==> src/rtl/ga23_layer_ext.sv <==
// GA23 tilemap layer: handshaked tile-row fetch, pending/active double buffer, 16-pixel fine-scroll window.
// Define GA23_LAYER_UNDERRUN_CNT_EN to add the saturating underrun_cnt output.
module ga23_layer_ext #(
    parameter int TILE_16 = 0,
    parameter int ADDR_W  = 24
) (
    input  logic              clk,
    input  logic              reset_n,
    input  logic              ce_pix,
    input  logic              load,
    input  logic [9:0]        x_ofs,
    input  logic [9:0]        y_ofs,
    input  logic [7:0]        control,
    input  logic [9:0]        x_base,
    input  logic [9:0]        y,
    input  logic [9:0]        rowscroll,
    output logic [14:0]       vram_addr,
    input  logic [15:0]       attrib,
    input  logic [15:0]       index,
    output logic [ADDR_W-1:0] sdr_addr,
    output logic              sdr_req,
    input  logic              sdr_rdy,
    input  logic [31:0]       sdr_data,
    output logic [10:0]       color_out,
    output logic              prio_out,
    output logic              underrun,
`ifdef GA23_LAYER_UNDERRUN_CNT_EN
    output logic [15:0]       underrun_cnt,
`endif
    input  logic              dbg_enabled
);

    typedef enum logic [1:0] {S_IDLE, S_REQ, S_WAIT} state_t;

    function automatic logic [31:0] rev_nib(input logic [31:0] d);
        logic [31:0] r;
        for (int i = 0; i < 8; i++) r[4*i +: 4] = d[4*(7-i) +: 4];
        return r;
    endfunction

    logic [9:0]         x, yy;
    logic [6:0]         tile_x, tile_xw;
    logic [5:0]         tile_y;
    logic [3:0]         row;
    logic [12:0]        tile_ofs;
    logic [23:0]        addr_full;
    logic [ADDR_W+23:0] addr_ext;

    assign x  = x_base + (control[6] ? rowscroll : x_ofs);
    assign yy = y + y_ofs;

    // NOTE: every always_comb output gets a value on every path, otherwise a latch is inferred.
    always_comb begin
        if (TILE_16 != 0) begin
            tile_x    = {1'b0, x[9:4]};
            tile_y    = yy[9:4];
            row       = attrib[10] ? ~yy[3:0] : yy[3:0];
            addr_full = {attrib[15], index, row[3], x[3] ^ attrib[9], row[2:0], 2'b00};
        end else begin
            tile_x    = x[9:3];
            tile_y    = yy[8:3];
            row       = {1'b0, (attrib[10] ? ~yy[2:0] : yy[2:0])};
            addr_full = {2'b00, attrib[15], index, row[2:0], 2'b00};
        end
    end

    assign tile_xw   = tile_x + 7'd32;
    assign tile_ofs  = control[2] ? {tile_y, tile_xw} : {1'b0, tile_y, tile_x[5:0]};
    assign vram_addr = {control[1:0], 13'd0} + {2'b00, tile_ofs};
    assign addr_ext  = {{ADDR_W{1'b0}}, addr_full};

    // Fetch state machine and the tile attributes latched for the fetch in flight
    state_t            state, state_nx;
    logic [ADDR_W-1:0] f_addr;
    logic [6:0]        f_pal;
    logic [1:0]        f_prio;
    logic              f_flip;
    logic [2:0]        f_fine;
    logic              fire, start, got, abort, swap_under;

    assign fire  = ce_pix & load;
    assign start = fire & dbg_enabled;
    assign got   = (state == S_WAIT) & sdr_rdy;
    assign abort = start & (state != S_IDLE) & ~got;

    always_comb begin
        state_nx = state;
        case (state)
            S_IDLE:  if (start) state_nx = S_REQ;
            S_REQ:   state_nx = start ? S_REQ : S_WAIT;
            S_WAIT:  if (start) state_nx = S_REQ;
                     else if (sdr_rdy) state_nx = S_IDLE;
            default: state_nx = S_IDLE;
        endcase
    end

    assign sdr_req  = (state == S_REQ);
    assign sdr_addr = f_addr;

    logic [31:0] pend_px;
    logic [6:0]  pend_pal;
    logic [1:0]  pend_prio;
    logic [2:0]  pend_fine;
    logic        pend_valid;

    // NOTE: state registers use non-blocking assignments so every flop samples pre-edge values.
    always_ff @(posedge clk or negedge reset_n) begin
        if (!reset_n) begin
            state      <= S_IDLE;
            f_addr     <= '0;
            f_pal      <= '0;
            f_prio     <= '0;
            f_flip     <= 1'b0;
            f_fine     <= '0;
            pend_px    <= '0;
            pend_pal   <= '0;
            pend_prio  <= '0;
            pend_fine  <= '0;
            pend_valid <= 1'b0;
        end else begin
            state <= state_nx;
            if (start) begin
                f_addr <= addr_ext[ADDR_W-1:0];
                f_pal  <= attrib[6:0];
                f_prio <= attrib[8:7];
                f_flip <= attrib[9];
                f_fine <= x[2:0];
            end
            if (got) begin
                pend_px   <= f_flip ? rev_nib(sdr_data) : sdr_data;
                pend_pal  <= f_pal;
                pend_prio <= f_prio;
                pend_fine <= f_fine;
            end
            // A swap consumes the pending tile, including one arriving in the same clk
            if (fire)     pend_valid <= 1'b0;
            else if (got) pend_valid <= 1'b1;
        end
    end

    // Data returning in the swap clk bypasses the pending buffer
    logic [31:0] eff_px;
    logic [6:0]  eff_pal;
    logic [1:0]  eff_prio;
    logic [2:0]  eff_fine;
    logic        eff_valid;

    assign eff_valid  = pend_valid | got;
    assign eff_px     = got ? (f_flip ? rev_nib(sdr_data) : sdr_data) : pend_px;
    assign eff_pal    = got ? f_pal  : pend_pal;
    assign eff_prio   = got ? f_prio : pend_prio;
    assign eff_fine   = got ? f_fine : pend_fine;
    assign swap_under = fire & ~eff_valid;

    logic [31:0] cur_px, old_px, nx_cur_px, nx_old_px;
    logic [6:0]  cur_pal, old_pal, nx_cur_pal, nx_old_pal;
    logic [1:0]  cur_prio, old_prio, nx_cur_prio, nx_old_prio;
    logic [2:0]  fine, nx_fine, cnt, cnt_use;
    logic [3:0]  idx, pix;
    logic [63:0] win;
    logic [6:0]  pal;
    logic [1:0]  prio;
    logic        enabled;

    always_comb begin
        nx_cur_px   = cur_px;
        nx_old_px   = old_px;
        nx_cur_pal  = cur_pal;
        nx_old_pal  = old_pal;
        nx_cur_prio = cur_prio;
        nx_old_prio = old_prio;
        nx_fine     = fine;
        if (fire) begin
            nx_old_px   = cur_px;
            nx_old_pal  = cur_pal;
            nx_old_prio = cur_prio;
            nx_cur_px   = eff_valid ? eff_px   : 32'd0;
            nx_cur_pal  = eff_valid ? eff_pal  : 7'd0;
            nx_cur_prio = eff_valid ? eff_prio : 2'd0;
            nx_fine     = eff_valid ? eff_fine : 3'd0;
        end
        // Window indices 0..7 hold the previous tile, 8..15 the active one
        cnt_use = fire ? 3'd0 : cnt;
        idx     = 4'd8 + {1'b0, cnt_use} - {1'b0, nx_fine};
        win     = {nx_cur_px, nx_old_px};
        pix     = win[{idx, 2'b00} +: 4];
        pal     = idx[3] ? nx_cur_pal  : nx_old_pal;
        prio    = idx[3] ? nx_cur_prio : nx_old_prio;
    end

    assign enabled = ~control[4] & dbg_enabled;

    always_ff @(posedge clk or negedge reset_n) begin
        if (!reset_n) begin
            cur_px    <= '0;
            old_px    <= '0;
            cur_pal   <= '0;
            old_pal   <= '0;
            cur_prio  <= '0;
            old_prio  <= '0;
            fine      <= '0;
            cnt       <= '0;
            color_out <= '0;
            prio_out  <= 1'b0;
        end else begin
            if (fire) begin
                cur_px   <= nx_cur_px;
                old_px   <= nx_old_px;
                cur_pal  <= nx_cur_pal;
                old_pal  <= nx_old_pal;
                cur_prio <= nx_cur_prio;
                old_prio <= nx_old_prio;
                fine     <= nx_fine;
            end
            if (ce_pix) begin
                cnt       <= cnt_use + 3'd1;
                color_out <= enabled ? {pal, pix} : 11'd0;
                prio_out  <= enabled & ((prio[0] & pix[3]) | (prio[1] & (|pix)));
            end
        end
    end

    always_ff @(posedge clk or negedge reset_n) begin
        if (!reset_n) underrun <= 1'b0;
        else if (abort | swap_under) underrun <= 1'b1;
    end

`ifdef GA23_LAYER_UNDERRUN_CNT_EN
    always_ff @(posedge clk or negedge reset_n) begin
        if (!reset_n) underrun_cnt <= '0;
        else if ((abort | swap_under) && underrun_cnt != 16'hFFFF) underrun_cnt <= underrun_cnt + 16'd1;
    end
`endif

    wire unused_ok = &{1'b0, control[7], control[5], control[3], attrib[14:11],
                       addr_ext[ADDR_W+23:ADDR_W]};

endmodule

==> config.mk <==
export PLATFORM = sky130hd
export DESIGN_NAME = ga23_layer_ext
export DESIGN_NICKNAME = d
export VERILOG_FILES = /design/src/rtl/ga23_layer_ext.sv
export SDC_FILE = /design/constraint.sdc
export NUM_CORES = 1
export LEC_CHECK = 0
export BUFFER_PORTS_ARGS = -buffer_cell sky130_fd_sc_hd__buf_2
export CORE_MARGIN = 2
export CORE_UTILIZATION = 45
export CTS_BUF_LIST = sky130_fd_sc_hd__clkbuf_4
export DETAILED_ROUTE_END_ITERATION = 10
export PLACE_DENSITY = 0.79
export SLEW_MARGIN = 10
export SYNTH_ARGS = -nofsm -noshare
export SYNTH_HDL_FRONTEND = slang
export SYNTH_SLANG_ARGS = --single-unit
export TNS_END_PERCENT = 100
==> constraint.sdc <==
create_clock -name clk -period 4.3 [get_ports clk]
set_input_delay 0.43 -clock clk [delete_from_list [all_inputs] [get_ports clk]]
set_output_delay 0.43 -clock clk [all_outputs]
set_load 0.03 [all_outputs]
==> reports/metrics.cfg <==
[sta]
timing.slew.headroom_pct=39.1
finalHoldViolCount=0
rsz0062_at_grt=no
setup-tns-final_ps=0
tightest_slew_ps=914
fin_crit_sh_pct=93.0
period_needed_ps=4000
skew_ps=11.3
max_freq_mhz=250
maxSlewViolCount=0
setup_violations=0

[synth]
ys_async_sr_fraction_pct=100
synth_edf_count=0
ys_types=54
yosys.area.top_type=dfrtp_1
synth_top_area_share_pct=48.6
ys_seq_elements=181
synth.yosys.seq_area_share_pct=48.6
synthTopCellsByArea=dfrtp_1 49%, mux2_2 10%, mux2i_1 4.9%, nand2_1 4.6%, mux4_2 3.9%
synth.most_common_cell=dfrtp_1
syn_area_per_cell_um2=11.3
yosys-top-cells-count=181 x dfrtp_1, 115 x nand2_1, 85 x mux2_2
ys_dominant_reg_cell=dfrtp_1
yosys_warnings=0
netlist_instances=826
synth_area_um2=9320

[critical_path]
crit_type=flop to flop
crit_buf_inv=1
arrival_ps=4430
cpLargestDelayFamily=multiplexers
cp.required_ps=4730
end_kind=flop
critPathMaxStageDelay_ps=570
worst_setup_path_start_kind=flop
path_max_fanout=19
cp_slowest_cell=xor2_4
crit_chain=and3b_1 -> buf_4 -> o21ai_0 -> o21ai_0 -> fa_2 -> xor2_4 -> mux4_2 -> mux4_2 -> nor2_1 -> nor4_2 -> nor4_2 -> o31ai_1

[grt]
antenna_found_initial=3
gr-usage-all-layers_pct=19.4
grt_pass1_wl_mm=33.7
grt_max_degree=103
grt_pass1_vias=6791
grt_overflow_total=0

[clocking]
root_buffer=clkbuf_4
cts_max_level=4
path_clk_slew_ps=140
clk_latency_ps=550
clockBufferDepth=2
cts_tree=yes
clkSinkCount=181
numCtsBuffers=17

[min_path]
min_path_type=input pin to flop

[floorplan]
num_io_pins=181
die_h_um=148
initial_core_util_pct=45.9
fp.dieW_um=148
rows=52
core_um2=20300
die_area_um2=21900

[layout]
area_delta_synth_final_pct=13.9
num-nets-final=1115
post_route_cells_drive_above_1_share_pct=34.0
fillers=1806

[pwr]
power_mw=5.06
p_leak_nw=5.43
p_per_area_nw_per_um2=477
ir_drop_uv=260

[detailed_routing]
ant_nets=0
viasPerCell=5.37
vias=6704
finalWirelength_mm=20.5
avgRoutedWirePerCell_um=16.4
firstDrtPassIters=5
drt_iter0_drc=409
drc=0

[flow_run]
drv_cap=0

[placement]
io_buffers=163
hpwl_mm=15.0
gp_congestion=0.817

[status]
status=finished clean

## where the power goes
part	internal (mW)	leakage [nW]	total, mW	switching (mW)
registers	2.05	2.31	2.22	0.171
logic	0.828	2.95	1.87	1.04
clock network	0.423	0.164	0.972	0.550
## cells in the final DEF, fill, tap and decap left out, drive strengths merged, types with 20 or more instances in the layout
master	instances
a21o	35
o21ai	21
dfrtp	181
buf	176
mux2i	46
clkbuf	21
mux2	89
nor2	62
ha	21
nand2	115
inv	20
## kinds of logic (layout without fill, tap and decap cells)
logic type | count (synthesis) | in the layout | share of synthesized area (%)
and+or+nand+nor | 211 | 211 | 9.60
DFF | 181 | 181 | 48.6
AOI/OAI and AO/OA | 152 | 152 | 11.9
muxes | 151 | 151 | 19.7
buffers and inverters | 83 | 230 | 4.28
adders and majority gates | 24 | 24 | 3.47
xor gates and xnor gates | 23 | 23 | 2.39
other | 1 | 6 | 0.0403
## worst reg2reg max path: stages (launching register included)
cell and delay, ps:
dfrtp_1 480, and3b_1 260, buf_4 170, o21ai_0 220, o21ai_0 220, fa_2 460
xor2_4 570, mux4_2 400, mux4_2 470, nor2_1 130, nor4_2 90, nor4_2 310
o31ai_1 110
## metal layers
| metal | global-route usage [%] | vias to the layer above | share of wire [%] |
|---|---|---|---|
| li1 | - | 3183 | - |
| met1 | 23.6 | 3297 | 42 |
| met2 | 34.3 | 193 | 51 |
| met3 | 4.48 | 29 | 5.3 |
| met4 | 6.57 | 2 | 2.0 |
| met5 | 0 | - | 0.054 |
## worst paths after layout
kind / from / end / slack, ps / depth (start not counted)
worst max-delay path: state[1]$_DFFE_PN0P_ / prio_out$_DFFE_PN0P_ / 300 / 12
worst min-delay path: index[10] / sdr_addr[15]$_DFFE_PN0P_ / 90 / 2
worst max register to register: state[1]$_DFFE_PN0P_ / prio_out$_DFFE_PN0P_ / 300 / 12
worst min register to register: underrun$_DFFE_PN0P_ / underrun$_DFFE_PN0P_ / 490 / 1
max in group asynchronous: reset_n / pend_prio[1]$_DFF_PN0_ / 2830 / 3
min in group asynchronous: reset_n / pend_px[21]$_DFF_PN0_ / 510 / 2
## registers in the layout (all words and copies together) (netlist names), 7 cells and up, named ones only
register and cells:
old_pal 7, cur_px 32, old_px 32, color_out 11, cur_pal 7, pend_px 32, pend_pal 7, f_pal 7
sdr_addr 20
## layout make-up
class	count	area [µm²]	share of cell area [%]
antenna	2	5.00	0.0472
clock buffer	21	158	1.49
clock inverter	11	134	1.26
inverter	21	78.8	0.743
multi-input combinational	565	4420	41.7
sequential	181	4530	42.7
tap	270	338	3.18
timing repair buffer	177	942	8.88
## what timing repair did
| action | CTS | global route |
|---|---|---|
| hold buffers | 1 | 0 |
| gates resized for setup | 0 | 0 |
| setup buffers | 0 | 0 |
| endpoints found under the hold margin | 92 | 0 |
## metrics by stage
step           utilization, %  instances  worst slack (ps)  hold WS (ps)  cell area (µm²)
3_3_place_gp             50.7       1213               353           451            10300
5_1_grt                  52.3       1248              19.9          17.4            10600
3_5_place_dp             50.7       1213               214           452            10300
2_1_floorplan               -        829              5.28           134             9360
6_report                 52.3       1248               301          91.0            10600
4_1_cts                  52.2       1246               300          31.2            10600
Note: power is estimated with default switching activity, not from simulation.
